$ cat src/rtl/rng_pkg.sv
// Shared definitions for the range sampler: defaults, FSM state encoding and
// the seed substituted for an all-zero seed.
package rng_pkg;

    localparam int         S_WIDTH_DEF   = 8;
    localparam int         MAX_TRIES_DEF = 8;
    localparam logic [7:0] ZERO_SEED_SUB = 8'h01;

    typedef enum logic [2:0] {
        SEED = 3'd0,
        WARM = 3'd1,
        IDLE = 3'd2,
        DRAW = 3'd3,
        HOLD = 3'd4
    } state_e;

endpackage

$ cat src/rtl/rng_mask_gen.sv
// Maps an exclusive bound N to the smallest all-ones mask covering N-1.
// N=0 wraps to N-1 = all ones, which is exactly the full-range mask.
module rng_mask_gen
    import rng_pkg::*;
#(
    parameter int S_WIDTH = S_WIDTH_DEF
) (
    input  logic [S_WIDTH-1:0] bound_i,
    output logic [S_WIDTH-1:0] mask_o
);

    always_comb begin
        mask_o = bound_i - S_WIDTH'(1);
        // Smear the top set bit downwards so every lower bit is filled.
        for (int i = 1; i < S_WIDTH; i = i * 2) begin
            mask_o = mask_o | (mask_o >> i);
        end
    end

endmodule

$ cat src/rtl/rng_range_sampler.sv
// Rejection sampler turning a free-running random word into a uniform value in
// [0, N-1]. Define RNG_SAMPLER_STATS_EN to add the reject_cnt_o statistics port.
module rng_range_sampler
    import rng_pkg::*;
#(
    parameter int S_WIDTH   = S_WIDTH_DEF,
    parameter int MAX_TRIES = MAX_TRIES_DEF
) (
    input  logic               clk_i,
    input  logic               rst_i,
    input  logic [S_WIDTH-1:0] seed_i,
    input  logic               seed_load_i,
    output logic [S_WIDTH-1:0] lfsr_seed_o,
    output logic               lfsr_seed_valid_o,
    output logic [1:0]         lfsr_mode_o,
    input  logic [S_WIDTH-1:0] lfsr_num_i,
    input  logic               req_valid_i,
    output logic               req_ready_o,
    input  logic [S_WIDTH-1:0] req_bound_i,
    output logic               rsp_valid_o,
    input  logic               rsp_ready_i,
    output logic [S_WIDTH-1:0] rsp_num_o,
    output logic               rsp_fallback_o
`ifdef RNG_SAMPLER_STATS_EN
    ,
    output logic [15:0]        reject_cnt_o
`endif
);

    localparam int               TRY_W    = (MAX_TRIES > 1) ? $clog2(MAX_TRIES) : 1;
    localparam logic [TRY_W-1:0] LAST_TRY = TRY_W'(MAX_TRIES - 1);

    function automatic logic [S_WIDTH-1:0] seed_fix(input logic [S_WIDTH-1:0] s);
        return (s == '0) ? S_WIDTH'(ZERO_SEED_SUB) : s;
    endfunction

    state_e             state_q, state_d;
    logic               seed_valid_q;
    logic [S_WIDTH-1:0] seed_q;
    logic               reseed_pending_q;
    logic [S_WIDTH-1:0] pend_seed_q;
    logic               warm_q;
    logic [S_WIDTH-1:0] bound_q;
    logic [TRY_W-1:0]   try_q;
    logic [S_WIDTH-1:0] num_q;
    logic               fb_q;
    logic [S_WIDTH-1:0] mask;
    logic [S_WIDTH-1:0] masked;
    logic               accept;
    logic               last_try;
    logic               hs;
    logic               strobe_set;

    rng_mask_gen #(.S_WIDTH(S_WIDTH)) u_mask_gen (
        .bound_i (bound_q),
        .mask_o  (mask)
    );

    assign masked     = lfsr_num_i & mask;
    assign accept     = (bound_q == '0) || (masked < bound_q);
    assign last_try   = (try_q == LAST_TRY);
    assign hs         = req_valid_i && req_ready_o;
    // The strobe is raised on the last SEED cycle; reset entry spends one
    // extra SEED cycle so the strobe never overlaps the reset itself.
    assign strobe_set = (state_d == SEED) && !seed_valid_q;

    always_ff @(posedge clk_i or negedge rst_i) begin
        if (!rst_i) begin
            state_q <= SEED;
        end else begin
            state_q <= state_d;
        end
    end

    always_comb begin
        state_d = state_q;
        case (state_q)
            SEED: if (seed_valid_q) state_d = WARM;
            WARM: if (warm_q) state_d = IDLE;
            IDLE: begin
                if (seed_load_i || reseed_pending_q) state_d = SEED;
                else if (req_valid_i)                state_d = DRAW;
            end
            DRAW: if (accept || last_try) state_d = HOLD;
            HOLD: begin
                if (rsp_ready_i) state_d = (reseed_pending_q || seed_load_i) ? SEED : IDLE;
            end
            default: state_d = SEED;
        endcase
    end

    always_comb begin
        req_ready_o = (state_q == IDLE) && !seed_load_i && !reseed_pending_q;
        rsp_valid_o = (state_q == HOLD);
    end

    always_ff @(posedge clk_i or negedge rst_i) begin
        if (!rst_i) begin
            seed_valid_q     <= 1'b0;
            seed_q           <= '0;
            reseed_pending_q <= 1'b0;
            warm_q           <= 1'b0;
            try_q            <= '0;
            num_q            <= '0;
            fb_q             <= 1'b0;
        end else begin
            seed_valid_q <= strobe_set;
            warm_q       <= (state_q == WARM) ? ~warm_q : 1'b0;
            if (strobe_set) begin
                seed_q           <= seed_fix((seed_load_i || !reseed_pending_q) ? seed_i : pend_seed_q);
                reseed_pending_q <= 1'b0;
            end else if (seed_load_i) begin
                reseed_pending_q <= 1'b1;
            end
            if (hs) begin
                try_q <= '0;
            end else if (state_q == DRAW && !accept) begin
                try_q <= try_q + TRY_W'(1);
            end
            // masked - N is always below N because mask < 2N.
            if (state_q == DRAW && (accept || last_try)) begin
                num_q <= accept ? masked : masked - bound_q;
                fb_q  <= !accept;
            end
        end
    end

    always_ff @(posedge clk_i) begin
        if (!strobe_set && seed_load_i) pend_seed_q <= seed_i;
        if (hs)                         bound_q     <= req_bound_i;
    end

`ifdef RNG_SAMPLER_STATS_EN
    function automatic logic [15:0] sat_inc16(input logic [15:0] c);
        return (c == 16'hFFFF) ? c : c + 16'd1;
    endfunction

    logic [15:0] reject_cnt_q;

    always_ff @(posedge clk_i or negedge rst_i) begin
        if (!rst_i) begin
            reject_cnt_q <= '0;
        end else if (state_q == SEED) begin
            reject_cnt_q <= '0;
        end else if (state_q == DRAW && !accept) begin
            reject_cnt_q <= sat_inc16(reject_cnt_q);
        end
    end

    assign reject_cnt_o = reject_cnt_q;
`endif

    assign lfsr_mode_o       = 2'b00;
    assign lfsr_seed_o       = seed_q;
    assign lfsr_seed_valid_o = seed_valid_q;
    assign rsp_num_o         = num_q;
    assign rsp_fallback_o    = fb_q;

endmodule

$ cat config.mk
export PLATFORM = sky130hd
export DESIGN_NAME = rng_range_sampler
export DESIGN_NICKNAME = d
export VERILOG_FILES = /design/src/rtl/rng_pkg.sv /design/src/rtl/rng_mask_gen.sv /design/src/rtl/rng_range_sampler.sv
export SDC_FILE = /design/constraint.sdc
export NUM_CORES = 1
export LEC_CHECK = 0
export CORE_AREA = 2 2 70 72
export CTS_CLUSTER_SIZE = 20
export DETAILED_ROUTE_END_ITERATION = 8
export DIE_AREA = 0 0 72 74
export PLACE_DENSITY = 0.83
export SLEW_MARGIN = 25
export SYNTH_ARGS = -nofsm -noshare
export SYNTH_HDL_FRONTEND = slang
export SYNTH_SLANG_ARGS = --single-unit
$ cat constraint.sdc
create_clock -name clk_i -period 7.8 [get_ports clk_i]
set_input_delay 1.17 -clock clk_i [delete_from_list [all_inputs] [get_ports clk_i]]
set_output_delay 1.17 -clock clk_i [all_outputs]
set_load 0.03 [all_outputs]
==> results.md <==
- Yosys Warn Count: 0
- Worst Setup Path Type: reg2reg
- Status: completed
- Routability cong.: 0.828
- First-pass GRT wire length: 8.53 mm
- Area contributors post-synth: dfrtp_1 27%, edfxtp_1 20%, ha_1 5.7%
- Arr. time, crit path: 4.61 ns
- Clk Latency, worst-skew pair: 0.29 ns
- Clk sinks: 42
- All-Layer GR Usage: 20.7%
- Layout cell share with drive strength beyond 1: 7.72%
- NetSw: 0.000353 W
- Register area share after synthesis: 46.6%
- Startpoint types: flip-flop
- Asr flop ratio synth: 61.9%
- RSZ-0062 raised after global routing: no
- Minimum clock period: 4.38 ns
- Cts repair resizes: 0
- WP data required: 8.04 ns
- Highest clock rate: 0.228 GHz
- Share of power burned in registers: 39.8%
- HP Class: reg2reg
- Switching Share: 39.5%
- Vias in the first global route: 1799
- Synth area leader: dfrtp_1
- Io pins: 51
- Max Root-Sink Buffers: 2
- Avg Vias per Cell: 5.67
- Antenna violations before repair: 0
- Antenna Violating Nets Remaining: 0
- Min Hold Slack: 0.462 ns
- Buffers on Ports: 48
- Max Slew Vio Count: 0
- Critical path endpoint category: flip-flop
- Pin count of the biggest net entering global routing: 27
- Rows: 25
- DP Worst Slack: 3.52 ns
- TritonCTS clock tree: yes
- Skew final: 0.00774 ns
- Post-CTS Hold Fix Bufs: 0
- Clk slew on worst S/H paths: 0.09 ns
- Average cell area after synthesis: 10.3 um2
- Cell with the most instances after synthesis: dfrtp_1
- Leakage: 1.24 nW
- Root Driver: clkbuf_8
- Setup violations, final: 0
- GRT overflow: 0
- Total number of vias: 1921
- Vert. Die Dim: 74 um
- Number of diodes: 0
- Relative slew margins: 36.5%
- Die width: 72 um
- PD cells: 295 nW/um2
- CP max FO: 12
- P_int: 0.000541 W
- Seq. cell area: 1130 um2
- Fill cells: 377
- Clock power frac: 16.3%
- Setup bufs post-CTS: 0
- Synthesized instance count: 236
- Post-synth EDFFs: 16
- Cell Area, Synth: 2430 um2
- Comb power frac: 44.0%
- Tightest Pin Transition: 0.951 ns
- CTS HTree Levels: 2
- Die ar.: 5330 um2
- Core region area: 4600 um2
- Synth cell types: 57
- Hold Vio Cnt, Final: 0
- Routed wire length per instance: 15.2 um
- Initial DRC count: 73
- Area of the multi-input gates: 1170 um2
- Setup WS post-layout: 3.42 ns
- Nets: 325
- Cts bufs inserted: 5
- #FFs+latches synth: 42
- Drt first pass iters: 4
- # DRC: 0
- Initial core utilization: 52.8%
- Top cells by count, synth: 26 x dfrtp_1, 20 x inv_1, 17 x nand2_1
- Synth-to-Final Area Change: 24.8%
- Detailed Route WL: 5.16 mm
- Maximum capacitance violations: 0
- Top_reg_cell synth: dfrtp_1
- Cell area after layout: 3030 um2
- Final total power: 0.000894 W
- DP HPWL: 3.95 mm
- Final cycle utilization of the critical path: 56.1%
- Setup TNS: 0 ns
- VDD IR max: 0.194 mV
- Placed cell area: 2940 um2
- Synth top area share: 26.8%
[area by class of cell]
cell class	count	share of cell area, %
Multi-Input combinational cell	166	38.8
Sequential cell	42	37.3
Timing Repair Buffer	49	16.1
Inverter	20	2.48
Clock buffer	5	2.27
Tap cell	54	2.23
Clock inverter	3	0.785
[layer usage]
| layer | vias up | track usage [%] | part of all wire (%) |
|---|---|---|---|
| li1 | 958 | - | - |
| met5 | - | 0 | 0 |
| met2 | 47 | 32.3 | 48 |
| met4 | 0 | 6.08 | 1.4 |
| met3 | 8 | 4.61 | 4.2 |
| met1 | 908 | 29.4 | 46 |
[worst max-delay path: stages (launching register included)]
cell and delay (ns):
edfxtp_1 0.48, inv_1 0.15, ha_1 0.26, nor3b_1 0.47, nand3_1 0.15, a2111oi_2 0.58
a41oi_1 0.24, inv_1 0.10, ha_1 0.18, fa_1 0.22, nand2b_1 0.14, a21oi_1 0.11
o2111a_1 0.24, o32a_2 0.31, a21oi_2 0.41, o221a_2 0.25
[power by group through the flow]
stage	logic [W]	clock network, W	registers [W]
6_report	0.000393	0.000145	0.000356
5_1_grt	0.000431	0.000159	0.000364
4_1_cts	0.000398	0.000150	0.000356
3_5_place_dp	0.000396	0	0.000360
3_3_place_gp	0.000385	0	0.000358
2_1_floorplan	0.000174	0	0.000434
[registers in the layout, summed over array words and instances (netlist names)]
register           flops
try_q                  3
bound_q                8
rsp_num_o              8
reseed_pending_q       1
pend_seed_q            8
state_q                3
warm_q                 1
rsp_fallback_o         1
lfsr_seed_o            8
lfsr_seed_valid_o      1
[final timing paths]
check | cells past startpoint | slack (ns) | end | from
max | 15 | 3.42 | rsp_num_o[2] | bound_q[1]
min | 1 | 0.46 | warm_q | warm_q
max in group asynchronous | 2 | 6.31 | rsp_num_o[5] | rst_i
min reg2reg | 1 | 0.46 | warm_q | warm_q
max reg2reg | 15 | 3.42 | rsp_num_o[2] | bound_q[1]
min in group asynchronous | 2 | 1.24 | rsp_num_o[6] | rst_i
[metrics by stage]
step           utilization (%)  instances
6_report                  65.9        339
5_1_grt                   65.9        339
4_1_cts                   65.9        339
3_5_place_dp              63.9        331
3_3_place_gp              63.9        331
2_1_floorplan                -        237
[cell usage in the layout, fill, tap and decap left out, drive strengths merged, types with 3 or more instances in the layout]
| cell type | count |
|---|---|
| inv | 21 |
| clkbuf | 5 |
| a31oi | 3 |
| o21ai | 17 |
| or4 | 3 |
| or2 | 3 |
| or3 | 3 |
| nand2b | 7 |
| clkdlybuf4s50 | 48 |
| edfxtp | 16 |
| mux2i | 12 |
| a21oi | 4 |
| ha | 11 |
| nand2 | 18 |
| nor3 | 8 |
| nand3 | 4 |
| nor2 | 12 |
| o221a | 3 |
| nand4 | 4 |
| and2 | 4 |
| a2bb2oi | 5 |
| dfrtp | 26 |
| xnor2 | 4 |
| nor2b | 5 |
[logic make-up (layout without fill, tap and decap cells)]
group,after synthesis,in the layout,share of synthesized area [%]
muxes,14,14,5.88
and+or+nand+nor,77,77,17.0
buffers and inverters,29,77,5.15
DFF,42,42,46.6
adders and majority gates,12,12,6.49
AOI/OAI and AO/OA,55,55,16.6
xor gates and xnor gates,6,6,2.16
other,1,2,0.154
(Power assumes the default switching activity.)
